`src/rtl/mem_port_arbiter_pkg.sv`:
```
// arb_pkg: shared state encoding and defaults for the memory port arbiter
package arb_pkg;
   typedef enum logic [1:0] {
      IDLE   = 2'd0,
      GNT_IF = 2'd1,
      GNT_DM = 2'd2
   } arb_state_e;
   localparam int MAX_DM_BURST_DEF = 4;
endpackage

```
`src/rtl/mem_port_arbiter_if.sv`:
```
// mem_port_arbiter_if: fetch, data and memory handshake bundle around the arbiter
interface mem_port_arbiter_if #(
   parameter int ADDR_W = 32,
   parameter int DATA_W = 32
);
   logic              if_req;
   logic [ADDR_W-1:0] if_addr;
   logic [DATA_W-1:0] if_rdata;
   logic              if_ack;
   logic              dm_req;
   logic              dm_we;
   logic [ADDR_W-1:0] dm_addr;
   logic [DATA_W-1:0] dm_wdata;
   logic [DATA_W-1:0] dm_rdata;
   logic              dm_ack;
   logic              mem_req;
   logic              mem_we;
   logic [ADDR_W-1:0] mem_addr;
   logic [DATA_W-1:0] mem_wdata;
   logic [DATA_W-1:0] mem_rdata;
   logic              mem_ack;
   logic              busy;
   logic              pipe_stall;
   modport slave (
      input  if_req, if_addr, dm_req, dm_we, dm_addr, dm_wdata, mem_rdata, mem_ack,
      output if_rdata, if_ack, dm_rdata, dm_ack, mem_req, mem_we, mem_addr, mem_wdata,
             busy, pipe_stall
   );
   modport master (
      output if_req, if_addr, dm_req, dm_we, dm_addr, dm_wdata, mem_rdata, mem_ack,
      input  if_rdata, if_ack, dm_rdata, dm_ack, mem_req, mem_we, mem_addr, mem_wdata,
             busy, pipe_stall
   );
endinterface

```
`src/rtl/mem_port_arbiter_starve_cnt.sv`:
```
// arb_starve_cnt: saturating count of consecutive DM grants taken while IF waits
module arb_starve_cnt import arb_pkg::*; #(
   parameter int MAX = MAX_DM_BURST_DEF
) (
   input  logic clk,
   input  logic rst,
   input  logic dm_grant_i,
   input  logic if_grant_i,
   input  logic if_pending_i,
   output logic limit_hit_o
);
   localparam int W = $clog2(MAX + 1);
   logic [W-1:0] streak_q, streak_d;
   assign limit_hit_o = (streak_q == W'(MAX));
   always_comb begin
      streak_d = (if_grant_i || (dm_grant_i && !if_pending_i)) ? '0 :
                 (dm_grant_i && !limit_hit_o) ? streak_q + W'(1) : streak_q;
   end
   always_ff @(posedge clk or posedge rst) begin
      if (rst) streak_q <= '0;
      else     streak_q <= streak_d;
   end
endmodule

```
`src/rtl/mem_port_arbiter.sv`:
```
// mem_port_arbiter: shares one memory port between fetch and data access, DM first
// with a bounded number of DM grants while IF waits
module mem_port_arbiter import arb_pkg::*; #(
   parameter int ADDR_W       = 32,
   parameter int DATA_W       = 32,
   parameter int MAX_DM_BURST = MAX_DM_BURST_DEF
) (
   input logic clk,
   input logic rst,
   mem_port_arbiter_if.slave bus
);
   arb_state_e        state_q, state_d;
   logic              mem_req_q, mem_req_d, mem_we_q, mem_we_d;
   logic              if_ack_q, if_ack_d, dm_ack_q, dm_ack_d;
   logic [ADDR_W-1:0] mem_addr_q, mem_addr_d;
   logic [DATA_W-1:0] mem_wdata_q, mem_wdata_d;
   logic [DATA_W-1:0] if_rdata_q, if_rdata_d, dm_rdata_q, dm_rdata_d;
   logic              if_elig, dm_elig, if_gnt, dm_gnt, limit_hit, done;
   // a requester in its ack cycle still holds req, so it must not be re-granted
   assign if_elig = bus.if_req & ~if_ack_q;
   assign dm_elig = bus.dm_req & ~dm_ack_q;
   assign if_gnt  = (state_q == IDLE) & if_elig & (~dm_elig | limit_hit);
   assign dm_gnt  = (state_q == IDLE) & dm_elig & ~if_gnt;
   assign done    = (state_q != IDLE) & bus.mem_ack;
   arb_starve_cnt #(.MAX(MAX_DM_BURST)) u_starve (
      .clk          (clk),
      .rst          (rst),
      .dm_grant_i   (dm_gnt),
      .if_grant_i   (if_gnt),
      .if_pending_i (if_elig),
      .limit_hit_o  (limit_hit)
   );
   always_ff @(posedge clk or posedge rst) begin
      if (rst) begin
         state_q     <= IDLE;
         mem_req_q   <= 1'b0;
         mem_we_q    <= 1'b0;
         mem_addr_q  <= '0;
         mem_wdata_q <= '0;
         if_ack_q    <= 1'b0;
         dm_ack_q    <= 1'b0;
         if_rdata_q  <= '0;
         dm_rdata_q  <= '0;
      end else begin
         state_q     <= state_d;
         mem_req_q   <= mem_req_d;
         mem_we_q    <= mem_we_d;
         mem_addr_q  <= mem_addr_d;
         mem_wdata_q <= mem_wdata_d;
         if_ack_q    <= if_ack_d;
         dm_ack_q    <= dm_ack_d;
         if_rdata_q  <= if_rdata_d;
         dm_rdata_q  <= dm_rdata_d;
      end
   end
   always_comb begin
      state_d = state_q;
      case (state_q)
         IDLE:    state_d = if_gnt ? GNT_IF : dm_gnt ? GNT_DM : IDLE;
         default: state_d = bus.mem_ack ? IDLE : state_q;
      endcase
   end
   always_comb begin
      mem_req_d   = (if_gnt | dm_gnt) ? 1'b1 : done ? 1'b0 : mem_req_q;
      mem_we_d    = dm_gnt ? bus.dm_we : if_gnt ? 1'b0 : mem_we_q;
      mem_addr_d  = dm_gnt ? bus.dm_addr : if_gnt ? bus.if_addr : mem_addr_q;
      mem_wdata_d = dm_gnt ? bus.dm_wdata : if_gnt ? '0 : mem_wdata_q;
      if_ack_d    = done & (state_q == GNT_IF);
      dm_ack_d    = done & (state_q == GNT_DM);
      if_rdata_d  = if_ack_d ? bus.mem_rdata : if_rdata_q;
      dm_rdata_d  = (dm_ack_d & ~mem_we_q) ? bus.mem_rdata : dm_rdata_q;
   end
   assign bus.mem_req    = mem_req_q;
   assign bus.mem_we     = mem_we_q;
   assign bus.mem_addr   = mem_addr_q;
   assign bus.mem_wdata  = mem_wdata_q;
   assign bus.if_ack     = if_ack_q;
   assign bus.dm_ack     = dm_ack_q;
   assign bus.if_rdata   = if_rdata_q;
   assign bus.dm_rdata   = dm_rdata_q;
   assign bus.busy       = (state_q != IDLE);
   assign bus.pipe_stall = if_elig | dm_elig;
endmodule

```
`src/flat_wrapper.sv`:
```
// flat-port wrapper written by rule: the top's interface ports become plain ports
module mem_port_arbiter_flat import arb_pkg::*;
#(
   parameter int ADDR_W       = 32,
   parameter int DATA_W       = 32,
   parameter int MAX_DM_BURST = MAX_DM_BURST_DEF
)
  (clk, rst, bus_if_req, bus_if_addr, bus_dm_req, bus_dm_we, bus_dm_addr, bus_dm_wdata, bus_mem_rdata, bus_mem_ack, bus_if_rdata, bus_if_ack, bus_dm_rdata, bus_dm_ack, bus_mem_req, bus_mem_we, bus_mem_addr, bus_mem_wdata, bus_busy, bus_pipe_stall);
  mem_port_arbiter_if #(.ADDR_W(ADDR_W), .DATA_W(DATA_W)) bus_i ();
  input logic clk;
  input logic rst;
  input wire logic [$bits(bus_i.if_req)-1:0] bus_if_req;
  input wire logic [$bits(bus_i.if_addr)-1:0] bus_if_addr;
  input wire logic [$bits(bus_i.dm_req)-1:0] bus_dm_req;
  input wire logic [$bits(bus_i.dm_we)-1:0] bus_dm_we;
  input wire logic [$bits(bus_i.dm_addr)-1:0] bus_dm_addr;
  input wire logic [$bits(bus_i.dm_wdata)-1:0] bus_dm_wdata;
  input wire logic [$bits(bus_i.mem_rdata)-1:0] bus_mem_rdata;
  input wire logic [$bits(bus_i.mem_ack)-1:0] bus_mem_ack;
  output wire logic [$bits(bus_i.if_rdata)-1:0] bus_if_rdata;
  output wire logic [$bits(bus_i.if_ack)-1:0] bus_if_ack;
  output wire logic [$bits(bus_i.dm_rdata)-1:0] bus_dm_rdata;
  output wire logic [$bits(bus_i.dm_ack)-1:0] bus_dm_ack;
  output wire logic [$bits(bus_i.mem_req)-1:0] bus_mem_req;
  output wire logic [$bits(bus_i.mem_we)-1:0] bus_mem_we;
  output wire logic [$bits(bus_i.mem_addr)-1:0] bus_mem_addr;
  output wire logic [$bits(bus_i.mem_wdata)-1:0] bus_mem_wdata;
  output wire logic [$bits(bus_i.busy)-1:0] bus_busy;
  output wire logic [$bits(bus_i.pipe_stall)-1:0] bus_pipe_stall;
  assign bus_i.if_req = bus_if_req;
  assign bus_i.if_addr = bus_if_addr;
  assign bus_i.dm_req = bus_dm_req;
  assign bus_i.dm_we = bus_dm_we;
  assign bus_i.dm_addr = bus_dm_addr;
  assign bus_i.dm_wdata = bus_dm_wdata;
  assign bus_i.mem_rdata = bus_mem_rdata;
  assign bus_i.mem_ack = bus_mem_ack;
  assign bus_if_rdata = bus_i.if_rdata;
  assign bus_if_ack = bus_i.if_ack;
  assign bus_dm_rdata = bus_i.dm_rdata;
  assign bus_dm_ack = bus_i.dm_ack;
  assign bus_mem_req = bus_i.mem_req;
  assign bus_mem_we = bus_i.mem_we;
  assign bus_mem_addr = bus_i.mem_addr;
  assign bus_mem_wdata = bus_i.mem_wdata;
  assign bus_busy = bus_i.busy;
  assign bus_pipe_stall = bus_i.pipe_stall;
  mem_port_arbiter #(.ADDR_W(ADDR_W), .DATA_W(DATA_W), .MAX_DM_BURST(MAX_DM_BURST)) u_core (.clk(clk), .rst(rst), .bus(bus_i));
endmodule
```
`config.mk`:
```
export PLATFORM = sky130hd
export DESIGN_NAME = mem_port_arbiter_flat
export DESIGN_NICKNAME = d
export VERILOG_FILES = /design/src/rtl/mem_port_arbiter_pkg.sv /design/src/rtl/mem_port_arbiter_if.sv /design/src/rtl/mem_port_arbiter_starve_cnt.sv /design/src/rtl/mem_port_arbiter.sv /design/src/flat_wrapper.sv
export SDC_FILE = /design/constraint.sdc
export NUM_CORES = 1
export LEC_CHECK = 0
export ABC_CLOCK_PERIOD_IN_PS = 4500
export CAP_MARGIN = 20
export CORE_ASPECT_RATIO = 0.8
export CORE_MARGIN = 8
export CORE_UTILIZATION = 36
export CTS_CLUSTER_SIZE = 20
export DETAILED_ROUTE_END_ITERATION = 12
export HOLD_SLACK_MARGIN = 0.02
export PLACE_DENSITY = 0.85
export SLEW_MARGIN = 0
export SYNTH_ARGS = -nofsm -noshare
export SYNTH_HDL_FRONTEND = slang
export SYNTH_SLANG_ARGS = --single-unit
export TNS_END_PERCENT = 100
```
`constraint.sdc`:
```
create_clock -name clk -period 4.5 [get_ports clk]
set_input_delay 0.675 -clock clk [delete_from_list [all_inputs] [get_ports clk]]
set_output_delay 0.675 -clock clk [all_outputs]
set_load 0.01 [all_outputs]
```
== Word level (Yosys, flattened, before mapping) ==
Cells that the tools add are included.
Word-level totals
  register bits: 137
  input bits: 134
  output and inout bits: 134
  logic and storage cells: 57
Operators by class
  add/subtract/negate cells: 1
  equality and inequality tests: 3
  mux-type cells: 14
  bitwise logic cells: 18
  reduce and logical (&&, ||, !) cells: 11
Operator list (number)
  32-bit two-way mux: 4
  1-bit AND: 10
  2-bit nonzero test: 5
  2-bit two-way mux: 4
  3-bit two-way mux: 2
  1-bit inverter: 5
  1-bit two-way mux: 4
  3-bit by 1-bit adder with 3-bit output (second input constant): 1
  3-bit equality test (second input constant): 1
  1-bit OR: 3
  2-bit by 1-bit equality test with 1-bit output (second input constant): 1
  2-bit equality test (second input constant): 1
  1-bit logical AND: 2
  1-bit zero test: 2
  2-bit zero test: 1
  1-bit logical OR: 1

== Logic depth before layout (Yosys ltp) ==
Gate-level depths: netlist of run 1.
  depth after elaboration: 10
  mapped depth: 6
  gate-level depth less buffers: 5

== Cells and area by module ==
From an unflattened synthesis of run 1, not the netlist that was laid out.
Second synthesis, totals
  cell total of the unflattened synthesis: 444
  area, all modules: 5753.0 um^2
By module, submodules not included
  mem_port_arbiter: instances 1, cells an instance 423, area an instance 5557.8 um^2, seq. area each 3353.2 um^2
  arb_starve_cnt: instances 1, cells an instance 21, area an instance 195.2 um^2, seq. area each 75.1 um^2

== Worst setup path before layout of run 1 ==
No wires, ideal clock.
  path kind: input-to-reg
  start: in bus_if_req
  end: reg u_core.mem_addr_q[19], in the netlist u_core.bus.mem_addr[19]
  setup time: 0.126 ns
  data arrival time: 1.638 ns
  required time: 4.374 ns
  path slack: 2.736 ns
  stages: 5
  path buffers: 2
  path through: nor4b_4 -> a311oi_2 -> buf_2 -> buf_4 -> a221o_1
On the way
  longest elaborated chain between the ends: 6
  elaborated cells on any way between the ends: 7
  those cells by class: mux (1); bitwise (5); reduce/logical (1)
Ends and longest elaborated chain
  start: declaration: RTL line flat_wrapper.sv:12  | input wire logic [$bits(bus_i.if_req)-1:0] bus_if_req;
  1-bit AND (*): RTL line mem_port_arbiter.sv:20  | assign if_elig = bus.if_req & ~if_ack_q;
  1-bit AND (*) (2 in series): RTL line mem_port_arbiter.sv:22  | assign if_gnt = (state_q == IDLE) & if_elig & (~dm_elig | limit_hit);
  1-bit inverter: RTL line mem_port_arbiter.sv:23  | assign dm_gnt = (state_q == IDLE) & dm_elig & ~if_gnt;
  1-bit AND: RTL line mem_port_arbiter.sv:23
  32-bit two-way mux / 2-bit nonzero test (equally long branches)
  end signal: assignment: RTL line mem_port_arbiter.sv:48  | mem_addr_q <= mem_addr_d;
  end: declaration: RTL line mem_port_arbiter.sv:15  | logic [ADDR_W-1:0] mem_addr_q, mem_addr_d;
Mark *: on every way between the ends. The rest lies on a longest branch, timed or not.
A chain may end at the register's enable or synchronous reset.

== Final worst setup path of run 1 ==
  start: in bus_dm_req
  end: out bus_pipe_stall
On the way
  longest elaborated chain between the ends: 2
Ends and longest elaborated chain
  start: declaration: RTL line flat_wrapper.sv:14  | input wire logic [$bits(bus_i.dm_req)-1:0] bus_dm_req;
  1-bit AND: RTL line mem_port_arbiter.sv:21  | assign dm_elig = bus.dm_req & ~dm_ack_q;
  1-bit OR: RTL line mem_port_arbiter.sv:82  | assign bus.pipe_stall = if_elig | dm_elig;
  end: declaration: RTL line flat_wrapper.sv:29  | output wire logic [$bits(bus_i.pipe_stall)-1:0] bus_pipe_stall;
No other way between the ends.

==> reports/qor.txt, run 1 <==
routability congestion estimate -> 0.780
global-route wire length before repair -> 27.6 mm
overall track demand over capacity in global routing -> 0.182
Min-Delay Startpoint -> u_core.bus.mem_req
Remaining Overflow, GRT -> 0
Synth Register Bits -> 137
port bufs -> 267
post-synthesis cell count -> 360
commonest non-fill, non-tap cell in the layout -> sky130_fd_sc_hd__clkdlybuf4s50_1
worst hold-check path type -> reg -> reg
cell area after synthesis -> 5400 um^2
Die X-Extent -> 153 um
share of layout cells above drive strength 1 -> 0.174
post-synth cell types -> 29
biggest fanout along the worst timing path -> 3
via density per instance -> 5.06
maximum operating frequency -> 0.363 GHz
max-cap check violation count -> 0
post-route clock skew -> 0.00783 ns
number of filler cells placed in the layout -> 1165
DRC violations left -> 0
total die area -> 19200 um^2
sum of negative setup slack -> 0 ns
sequential share of the synthesized area -> 0.635
startpoint of the most critical setup path -> bus_dm_req
WS Path Type -> in -> out
drt first-iter violations -> 192
quantity of gates resized following cts -> 0
final routed wire length divided by cell count -> 20.8 um
data arrival time of the worst path -> 2.08 ns
top library cells by usage in the layout, fill and taps aside -> 267 x sky130_fd_sc_hd__clkdlybuf4s50_1, 137 x sky130_fd_sc_hd__dfrtp_1, 62 x sky130_fd_sc_hd__mux2_2
Synth warnings -> 0
clock tree from TritonCTS -> built
Root Buffer Master -> sky130_fd_sc_hd__clkbuf_16
pre-CTS WS -> 1.59 ns
routed wire length -> 17.3 mm
area of the core region -> 14900 um^2
cell breakdown of the critical path -> clkdlybuf4s50_1 -> nand2b_1 -> o21ai_0 -> clkdlybuf4s50_1
number of rows created at floorplan -> 40
total power density per cell area -> 732 nW/um^2
PnR worst setup slack -> 1.75 ns
final worst path period need -> 2.76 ns
Max Root-Sink Buffers -> 2
buffers plus inverters on the worst setup path -> 2
origin of the critical flop-to-flop path -> u_core.state_q[0]
floorplan die height -> 126 um
fin nets -> 765
Clk Latency, worst-skew pair -> 0.41 ns
post-CTS repair timing setup buffer count -> 0
number of gates on the worst path with buffers counted -> 4
area added between synthesis and finish -> 65.3%
CTS clk-pin slew, worst paths -> 0.05 ns
Register Area -> 3430 um^2
number of cells on the worst reg-to-reg path -> 3
CP startpoint kind -> primary input
post-route insts no fill -> 832
number of cells after detailed placement -> 799
Detailed Routing Iterations Pass 1 -> 4
Net Count, Synth -> 496
htree depth -> 4
final-report setup violation count -> 0
ports placed on the boundary -> 268
final hold vios -> 0
critical register-to-register path endpoint -> u_core.bus.if_rdata[31]
IR drop worst, VDD -> 0.371 mV
result of the run -> completed
cell type group with the largest total delay on the critical path -> buffers and inverters
DP Wirelength -> 13.0 mm
Initial Util -> 0.363
WP data required -> 3.83 ns
slowest stage cell, crit path -> sky130_fd_sc_hd__clkdlybuf4s50_1
measured slew at the worst slew-check pin -> 1.04 ns
max incr delay on CP -> 0.60 ns
number of nets with antenna violations after detailed routing -> 0
vias -> 4210
number of buffers inserted by hold repair at cts -> 0
Relative slew margins -> 0.305
max-slew violation count -> 0
largest net degree at the start of global routing -> 106
mean instance size in the synthesized netlist -> 15.0 um^2
RSZ-0062 raised after global routing -> no
number of global-route vias before repair -> 4797
Critical Path Sink -> bus_pipe_stall
antenna violations before repair -> 2
Worst path most repeated cell -> sky130_fd_sc_hd__clkdlybuf4s50_1
reported leakage power -> 3.77 nW
footprint of the multi-input gates -> 1820 um^2
kind of end point of the critical path -> output port
fin crit share -> 0.612
Sinks on Clock Net -> 137
register-to-register setup slack -> 2.15 ns
number of clock buffers inserted by TritonCTS -> 17
[layer usage]
layer / routed length [um] / part of all wire / GRT usage / up-vias
met5: 8 / 0.00046 / 0 / -
met4: 315 / 0.018 / 0.0726 / 2
met3: 1060 / 0.061 / 0.0582 / 24
met2: 9070 / 0.52 / 0.313 / 144
met1: 6880 / 0.40 / 0.207 / 2141
li1: - / - / - / 1899
[worst min-delay path by stage]
stage	end	slack (ns)	cells after the start
detailed placement	u_core.bus.mem_req	0.47	2
floorplan	u_core.u_starve.streak_q[2]	0.49	1
finish	u_core.bus.mem_req	0.48	2
global route	u_core.bus.mem_wdata[13]	0.52	1
global placement	u_core.bus.mem_req	0.47	2
CTS	u_core.bus.mem_req	0.49	2
[synth_stat cells]
library cell	instances	share of area
sky130_fd_sc_hd__dfrtp_1	137	0.63
sky130_fd_sc_hd__mux2_2	62	0.13
sky130_fd_sc_hd__a22o_1	33	0.054
sky130_fd_sc_hd__a221o_1	32	0.059
sky130_fd_sc_hd__nor3b_1	32	0.044
sky130_fd_sc_hd__buf_2	18	0.017
sky130_fd_sc_hd__inv_1	7	0.0049
sky130_fd_sc_hd__buf_4	5	0.0070
sky130_fd_sc_hd__clkbuf_1	4	0.0028
sky130_fd_sc_hd__nand2_1	4	0.0028
sky130_fd_sc_hd__a21o_1	2	0.0028
sky130_fd_sc_hd__a31oi_1	2	0.0023
sky130_fd_sc_hd__ha_1	2	0.0046
sky130_fd_sc_hd__mux2_1	2	0.0042
sky130_fd_sc_hd__nor2_1	2	0.0014
sky130_fd_sc_hd__nor4b_4	2	0.0088
sky130_fd_sc_hd__o21ai_0	2	0.0019
sky130_fd_sc_hd__a21boi_2	1	0.0021
sky130_fd_sc_hd__a311oi_2	1	0.0028
sky130_fd_sc_hd__mux2i_1	1	0.0019
sky130_fd_sc_hd__nand2b_1	1	0.0012
sky130_fd_sc_hd__nand3_1	1	0.00093
sky130_fd_sc_hd__nand3b_1	1	0.0014
sky130_fd_sc_hd__nand4b_1	1	0.0016
sky130_fd_sc_hd__nor2b_1	1	0.0012
sky130_fd_sc_hd__nor3_2	1	0.0019
sky130_fd_sc_hd__o22ai_1	1	0.0012
sky130_fd_sc_hd__or2_1	1	0.0012
sky130_fd_sc_hd__or2_2	1	0.0012
[through the flow]
step | hold WS [ns] | util | total power [mW] | area [um^2]
detailed placement | 0.472 | 0.557 | 5.07 | 8270
CTS | 0.491 | 0.600 | 6.62 | 8920
floorplan | 0.490 | - | 3.45 | 5400
global placement | 0.466 | 0.556 | 4.93 | 8260
global route | 0.516 | 0.600 | 6.90 | 8920
finish | 0.478 | 0.600 | 6.53 | 8920
[registers in the layout, indices dropped and copies added, names as in the netlist]
register	cells
u_core.state_q	2
u_core.bus.mem_we	1
u_core.bus.if_rdata	32
u_core.bus.mem_addr	32
u_core.bus.mem_req	1
u_core.bus.if_ack	1
u_core.u_starve.streak_q	3
u_core.bus.dm_ack	1
u_core.bus.mem_wdata	32
u_core.bus.dm_rdata	32
[kinds of logic after synthesis]
| family | synth area share |
|---|---|
| multiplexers | 0.135 |
| flip-flops | 0.635 |
| AND/OR/NAND/NOR | 0.0679 |
| buffers and inverters | 0.0313 |
| AO/OA/AOI/OAI | 0.126 |
| adder cells (fa/ha/maj) | 0.00463 |
[cell type report]
| type | count | area share |
|---|---|---|
| antenna | 1 | 0.000280 |
| clock buffer | 17 | 0.0477 |
| clock inverter | 15 | 0.0248 |
| inverter | 7 | 0.00351 |
| multi-input combinational | 189 | 0.204 |
| sequential | 137 | 0.384 |
| tap | 189 | 0.0265 |
| timing repair buffer | 277 | 0.309 |
[worst register-to-register path, cell delays in order, from the launching register on]
cell and delay, ns:
sky130_fd_sc_hd__dfrtp_1 0.60, sky130_fd_sc_hd__nand3b_1 0.81, sky130_fd_sc_hd__buf_4 0.51, sky130_fd_sc_hd__mux2_2 0.31
[report_power, final]
group | leakage [nW] | switching, mW | internal, mW | total (mW)
Combinational | 1.76 | 1.18 | 1.69 | 2.87
Clock | 0.317 | 0.520 | 0.985 | 1.50
Sequential | 1.69 | 0.346 | 1.81 | 2.15
Total | 3.77 | 2.04 | 4.48 | 6.53
(Power assumes the default switching activity.)
==> run 2: changes to the inputs <==
- ABC_CLOCK_PERIOD_IN_PS: 4500 -> 2200
- clock period: 4.5 -> 2.2 ns (I/O delays scaled with it)
==> run 2 against run 1 <==
  * Critical path depth shrank 2
  * Die area unchanged
  * Non-clock buffer count grew 2
  * Global-route usage is 0.24 points lower
  * Sequential share of layout area fell by 0.12 points
  * Clock power increased by 87%
  * Total power is 100% higher
  * Hold slack got worse by 0.20 ns
  * First-iteration DRC count rose by 16%
  * Sequential power increased by 100%
==> reports/qor.txt, run 2 (synthesis results as in run 1) <==
number of cells after detailed placement -> 801 (+0.25%)
largest net degree at the start of global routing -> 62 (-42%)
sum of internal, switching and leakage power -> 13.2 mW (+100%)
total die area -> 19200 um^2 (unchanged)
CP startpoint kind -> register
number of cells on the worst reg-to-reg path -> 4 (+1)
power share of the combinational group -> 0.453 (+0.013)
share of layout cells above drive strength 1 -> 0.177 (+0.00256)
antenna violations before repair -> 1 (-1)
routed wire length -> 17.3 mm (-0.19%)
drt first-iter violations -> 223 (+16%)
data arrival time of the worst path -> 1.75 ns (-0.33 ns)
ports placed on the boundary -> 268 (unchanged)
port bufs -> 267 (unchanged)
sum of negative setup slack -> 0 ns (unchanged)
post-route clock skew -> 0.0119 ns (+0.00410 ns)
number of clock buffers inserted by TritonCTS -> 17 (unchanged)
maximum operating frequency -> 0.481 GHz
switching part of the total -> 0.322 (+0.00874)
internal cell power -> 8.94 mW (+99%)
DP Area -> 8370 um^2 (+1.1%)
htree depth -> 4 (unchanged)
overall track demand over capacity in global routing -> 0.179 (-0.00242)
worst hold margin -> 0.277 ns (-0.201 ns)
slowest stage cell, crit path -> sky130_fd_sc_hd__clkdlybuf4s50_1
Die X-Extent -> 153 um (unchanged)
pre-CTS WS -> 0.0820 ns (-1.51 ns)
routability congestion estimate -> 0.787 (+0.87%)
Clk Latency, worst-skew pair -> 0.41 ns (about the same)
max-slew violation count -> 0 (unchanged)
area added between synthesis and finish -> 65.8%
number of global-route vias before repair -> 4785 (-0.25%)
biggest fanout along the worst timing path -> 7 (+4)
floorplan die height -> 126 um (unchanged)
final-report setup violation count -> 0 (unchanged)
cell breakdown of the critical path -> or2_1 -> clkdlybuf4s50_1
buffers plus inverters on the worst setup path -> 1 (-1)
sequential fraction of design power -> 0.334 (+0.004)
Relative slew margins -> 0.719 (+0.414)
vias -> 4254 (+1.0%)
Sinks on Clock Net -> 137 (unchanged)
result of the run -> completed
PnR worst setup slack -> 0.123 ns (-1.62 ns)
post-route insts no fill -> 833 (+0.12%)
commonest non-fill, non-tap cell in the layout -> sky130_fd_sc_hd__clkdlybuf4s50_1
Antenna Cells -> 0 (-1)
Initial Util -> 0.363 (unchanged)
clock group share of total power -> 0.213 (-0.017)
number of gates on the worst path with buffers counted -> 2 (-2)
Detailed Routing Iterations Pass 1 -> 4 (unchanged)
kind of end point of the critical path -> output port
fin nets -> 767 (+0.26%)
measured slew at the worst slew-check pin -> 0.421 ns (-0.619 ns)
Remaining Overflow, GRT -> 0 (unchanged)
WP data required -> 1.87 ns (-1.96 ns)
number of buffers inserted by hold repair at cts -> 0 (unchanged)
switching power -> 4.25 mW (+110%)
max incr delay on CP -> 0.58 ns (-0.02 ns)
final worst path period need -> 2.08 ns
top library cells by usage in the layout, fill and taps aside -> 267 x sky130_fd_sc_hd__clkdlybuf4s50_1, 136 x sky130_fd_sc_hd__dfrtp_1, 62 x sky130_fd_sc_hd__mux2_2
total power density per cell area -> 1470 nW/um^2 (+100%)
Root Buffer Master -> sky130_fd_sc_hd__clkbuf_16
clock tree from TritonCTS -> built
IR drop worst, VDD -> 0.710 mV (+92%)
CTS clk-pin slew, worst paths -> 0.06 ns (about the same)
RSZ-0062 raised after global routing -> no
fin crit share -> 0.944
Max Root-Sink Buffers -> 2 (unchanged)
reported leakage power -> 3.76 nW (-0.39%)
final routed wire length divided by cell count -> 20.8 um (-0.31%)
number of nets with antenna violations after detailed routing -> 0 (unchanged)
DRC violations left -> 0 (unchanged)
via density per instance -> 5.11 (+0.92%)
WS Path Type -> reg -> out
max-cap check violation count -> 0 (unchanged)
worst hold-check path type -> in -> async
final hold vios -> 0 (unchanged)
finished layout cell area -> 8950 um^2 (+0.35%)
Core Util, Final -> 0.602 (+0.00210)
number of rows created at floorplan -> 40 (unchanged)
DP Wirelength -> 12.9 mm (-1.0%)
global-route wire length before repair -> 27.2 mm (-1.5%)
area of the core region -> 14900 um^2 (unchanged)
cell type group with the largest total delay on the critical path -> buffers and inverters
[run 2: cell count changes in the layout (fill, tap and decap cells not counted), moves of 2 or more]
cell | previous run | this run
sky130_fd_sc_hd__buf_4 | 9 | 5
sky130_fd_sc_hd__clkinvlp_4 | 1 | 6
sky130_fd_sc_hd__clkinv_4 | 3 | 1
sky130_fd_sc_hd__bufinv_16 | 5 | 2
sky130_fd_sc_hd__buf_12 | 0 | 7
sky130_fd_sc_hd__clkinv_2 | 4 | 2
[run 2: power groups by stage]
stage / logic [mW] / clock network, mW / registers (mW)
4_1_cts: 6.06 / 2.88 / 4.41
3_5_place_dp: 6.04 / 0 / 4.41
3_3_place_gp: 5.84 / 0 / 4.33
6_report: 5.97 / 2.81 / 4.40
5_1_grt: 6.36 / 3.00 / 4.55
2_1_floorplan: 2.22 / 0 / 4.83
[run 2: final timing paths]
check,from,endpoint,slack (ns)
worst max-delay path,u_core.state_q[1],bus_busy,0.12
worst min-delay path,rst,u_core.bus.dm_rdata[19],0.28
worst max register to register,u_core.state_q[1],u_core.bus.mem_addr[21],0.32
worst min register to register,u_core.bus.mem_req,u_core.bus.mem_req,0.49
max in group asynchronous,rst,u_core.state_q[0],1.25
min in group clk,u_core.bus.mem_req,u_core.bus.mem_req,0.49
[run 2: area by class of cell]
class / instances / area, um^2
Multi-Input combinational cell: 189 / 1820
Timing Repair Buffer: 279 / 2850
Clock inverter: 13 / 143
Clock buffer: 19 / 443
Sequential cell: 137 / 3430
Fill cell: 1122 / 5910
Inverter: 7 / 30.0
Tap cell: 189 / 236
[run 2: timing repair]
action	in CTS	in global routing
resized for setup	0	1
setup endpoints to repair	0	1
setup buffers	0	0
endpoints found under the hold margin	0	0
[run 2: layer usage]
| layer | vias up | part of all wire | track usage |
|---|---|---|---|
| li1 | 1903 | - | - |
| met1 | 2137 | 0.39 | 0.199 |
| met2 | 175 | 0.51 | 0.304 |
| met3 | 37 | 0.074 | 0.0627 |
| met4 | 2 | 0.032 | 0.0883 |
| met5 | - | 0.00075 | 0 |
[run 2: worst register-to-register path, stage by stage, from the launching register on]
cell and delay [ns]:
sky130_fd_sc_hd__dfrtp_1 0.49, sky130_fd_sc_hd__nor4b_4 0.47, sky130_fd_sc_hd__buf_4 0.42, sky130_fd_sc_hd__nor3b_1 0.12, sky130_fd_sc_hd__a221o_1 0.28
==> run 3: changes to the inputs <==
- SETUP_SLACK_MARGIN: unset -> 0.3
- SLEW_MARGIN: 0 -> unset
==> run 3 against run 2 <==
  * Non-clock buffer count increased by 5
  * Total power increased by 0.58%
  * Global-route usage about the same
  * Cell count increased by 0.60%
==> reports/qor.txt, run 3 (synthesis results as in run 1) <==
result of the run -> completed
area of the core region -> 14900 um^2 (unchanged)
Initial Util -> 0.363 (unchanged)
worst hold-check path type -> in -> async
Max Root-Sink Buffers -> 2 (unchanged)
DRC violations left -> 0 (unchanged)
Remaining Overflow, GRT -> 0 (unchanged)
sum of negative setup slack -> 0 ns (unchanged)
global routing usage on met3 -> 0.0627 (unchanged)
overall track demand over capacity in global routing -> 0.180 (+0.000223)
antenna violations before repair -> 1 (unchanged)
htree depth -> 4 (unchanged)
WS Path Type -> reg -> reg
largest net degree at the start of global routing -> 62 (unchanged)
fin nets -> 772 (+0.65%)
CP startpoint kind -> register
WP data required -> 2.49 ns (+0.62 ns)
top library cells by usage in the layout, fill and taps aside -> 265 x sky130_fd_sc_hd__clkdlybuf4s50_1, 135 x sky130_fd_sc_hd__dfrtp_1, 62 x sky130_fd_sc_hd__mux2_2
routing usage on met1 -> 0.199 (-0.000428)
vias -> 4290 (+0.85%)
met2 track demand over resource in global routing -> 0.305 (+0.00132)
DP Wirelength -> 12.9 mm (unchanged)
number of nets with antenna violations after detailed routing -> 0 (unchanged)
commonest non-fill, non-tap cell in the layout -> sky130_fd_sc_hd__clkdlybuf4s50_1
final worst path period need -> 1.84 ns (-0.242 ns)
drt first-iter violations -> 210 (-5.8%)
Register Area -> 3430 um^2 (about the same)
buffers plus inverters on the worst setup path -> 4 (+3)
max incr delay on CP -> 0.45 ns (-0.13 ns)
footprint of the multi-input gates -> 1820 um^2 (unchanged)
Sinks on Clock Net -> 137 (unchanged)
cell type group with the largest total delay on the critical path -> buffers and inverters
sum of internal, switching and leakage power -> 13.3 mW (+0.58%)
max-cap check violation count -> 0 (unchanged)
final routed wire length divided by cell count -> 20.8 um (about the same)
CTS clk-pin slew, worst paths -> 0.06 ns (about the same)
cell breakdown of the critical path -> buf_4 -> nor4b_4 -> buf_4 -> buf_4 -> nor2_2 -> buf_4 -> a22o_1
total die area -> 19200 um^2 (unchanged)
busiest grt layer -> met2
number of filler cells placed in the layout -> 1119 (-0.27%)
number of rows created at floorplan -> 40 (unchanged)
ports placed on the boundary -> 268 (unchanged)
kind of end point of the critical path -> register
maximum operating frequency -> 0.545 GHz (+13%)
Die X-Extent -> 153 um (unchanged)
RSZ-0062 raised after global routing -> no
final hold vios -> 0 (unchanged)
Detailed Routing Iterations Pass 1 -> 4 (unchanged)
max-slew violation count -> 0 (unchanged)
total power density per cell area -> 1470 nW/um^2 (about the same)
data arrival time of the worst path -> 2.12 ns (+0.37 ns)
final-report setup violation count -> 0 (unchanged)
area added between synthesis and finish -> 66.7%
biggest fanout along the worst timing path -> 20 (+13)
Root Buffer Master -> sky130_fd_sc_hd__clkbuf_16
IR drop worst, VDD -> 0.710 mV (about the same)
routed wire length -> 17.4 mm (+0.54%)
global-route wire length before repair -> 27.2 mm (about the same)
Relative slew margins -> 0.719 (about the same)
reported leakage power -> 3.79 nW (+0.95%)
clock tree from TritonCTS -> built
Clk Latency, worst-skew pair -> 0.41 ns (about the same)
number of global-route vias before repair -> 4799 (+0.29%)
number of clock buffers inserted by TritonCTS -> 17 (unchanged)
port bufs -> 267 (unchanged)
slowest stage cell, crit path -> sky130_fd_sc_hd__dfrtp_2
floorplan die height -> 126 um (unchanged)
measured slew at the worst slew-check pin -> 0.420 ns (-0.000813 ns)
Antenna Cells -> 0 (unchanged)
routability congestion estimate -> 0.787 (unchanged)
share of layout cells above drive strength 1 -> 0.185 (+0.00788)
post-route clock skew -> 0.0105 ns (-0.00140 ns)
fin crit share -> 0.834 (-0.110)
Worst path most repeated cell -> sky130_fd_sc_hd__buf_4
via density per instance -> 5.12 (+0.24%)
[run 3: cell types whose count changed in the layout (fill, tap and decap cells not counted)]
cell / previous run / this run
sky130_fd_sc_hd__dlymetal6s2s_1: 0 / 1
sky130_fd_sc_hd__dfrtp_1: 136 / 135
sky130_fd_sc_hd__buf_4: 5 / 9
sky130_fd_sc_hd__clkdlybuf4s50_1: 267 / 265
sky130_fd_sc_hd__buf_8: 0 / 1
sky130_fd_sc_hd__dfrtp_2: 1 / 2
sky130_fd_sc_hd__dlygate4sd2_1: 0 / 1
[run 3: area by class of cell]
type,instances,share of cell area
inverter,7,0.00334
sequential,137,0.381
clock inverter,13,0.0158
timing repair buffer,284,0.322
clock buffer,19,0.0492
multi-input combinational,189,0.202
tap,189,0.0263
[run 3: per-stage QoR]
| stage | std cells | worst slack (ns) | hold WS (ns) | instance area (um^2) | utilization |
|---|---|---|---|---|---|
| after floorplan | 360 | 0.163 | 0.463 | 5400 | - |
| after global routing | 838 | 0.316 | 0.300 | 9000 | 0.606 |
| final | 838 | 0.364 | 0.278 | 9000 | 0.606 |
| after detailed placement | 801 | 0.0820 | 0.479 | 8370 | 0.563 |
| after CTS | 833 | 0.133 | 0.271 | 8950 | 0.602 |
| after global placement | 801 | 0.176 | 0.471 | 8370 | 0.563 |
[run 3: final timing paths]
kind | from | cells after the start | slack (ns) | end
worst max-delay path | u_core.state_q[0] | 7 | 0.36 | u_core.bus.mem_wdata[11]
worst min-delay path | rst | 2 | 0.28 | u_core.bus.dm_rdata[22]
worst max register to register | u_core.state_q[0] | 7 | 0.36 | u_core.bus.mem_wdata[11]
worst min register to register | u_core.bus.mem_req | 2 | 0.49 | u_core.bus.mem_req
max in group asynchronous | rst | 3 | 1.25 | u_core.state_q[0]
min in group clk | u_core.bus.mem_req | 2 | 0.49 | u_core.bus.mem_req
[run 3: power by group]
part | internal (mW) | leakage (nW) | switching, mW
sequential | 3.70 | 1.69 | 0.690
combinational | 3.59 | 1.83 | 2.47
clock | 1.71 | 0.272 | 1.11
total | 9.00 | 3.79 | 4.27
[run 3: metal layers]
metal	wire, um	up-vias
li1	-	1919
met1	6830	2154
met2	8750	176
met3	1220	39
met4	582	2
met5	13	-
[run 3: timing repair]
item	in CTS	in global routing
hold buffers	0	0
gates resized for setup	3	3
gates cloned	0	0
pin swaps	0	1
setup endpoints to repair	3	30
buffers inserted	0	5
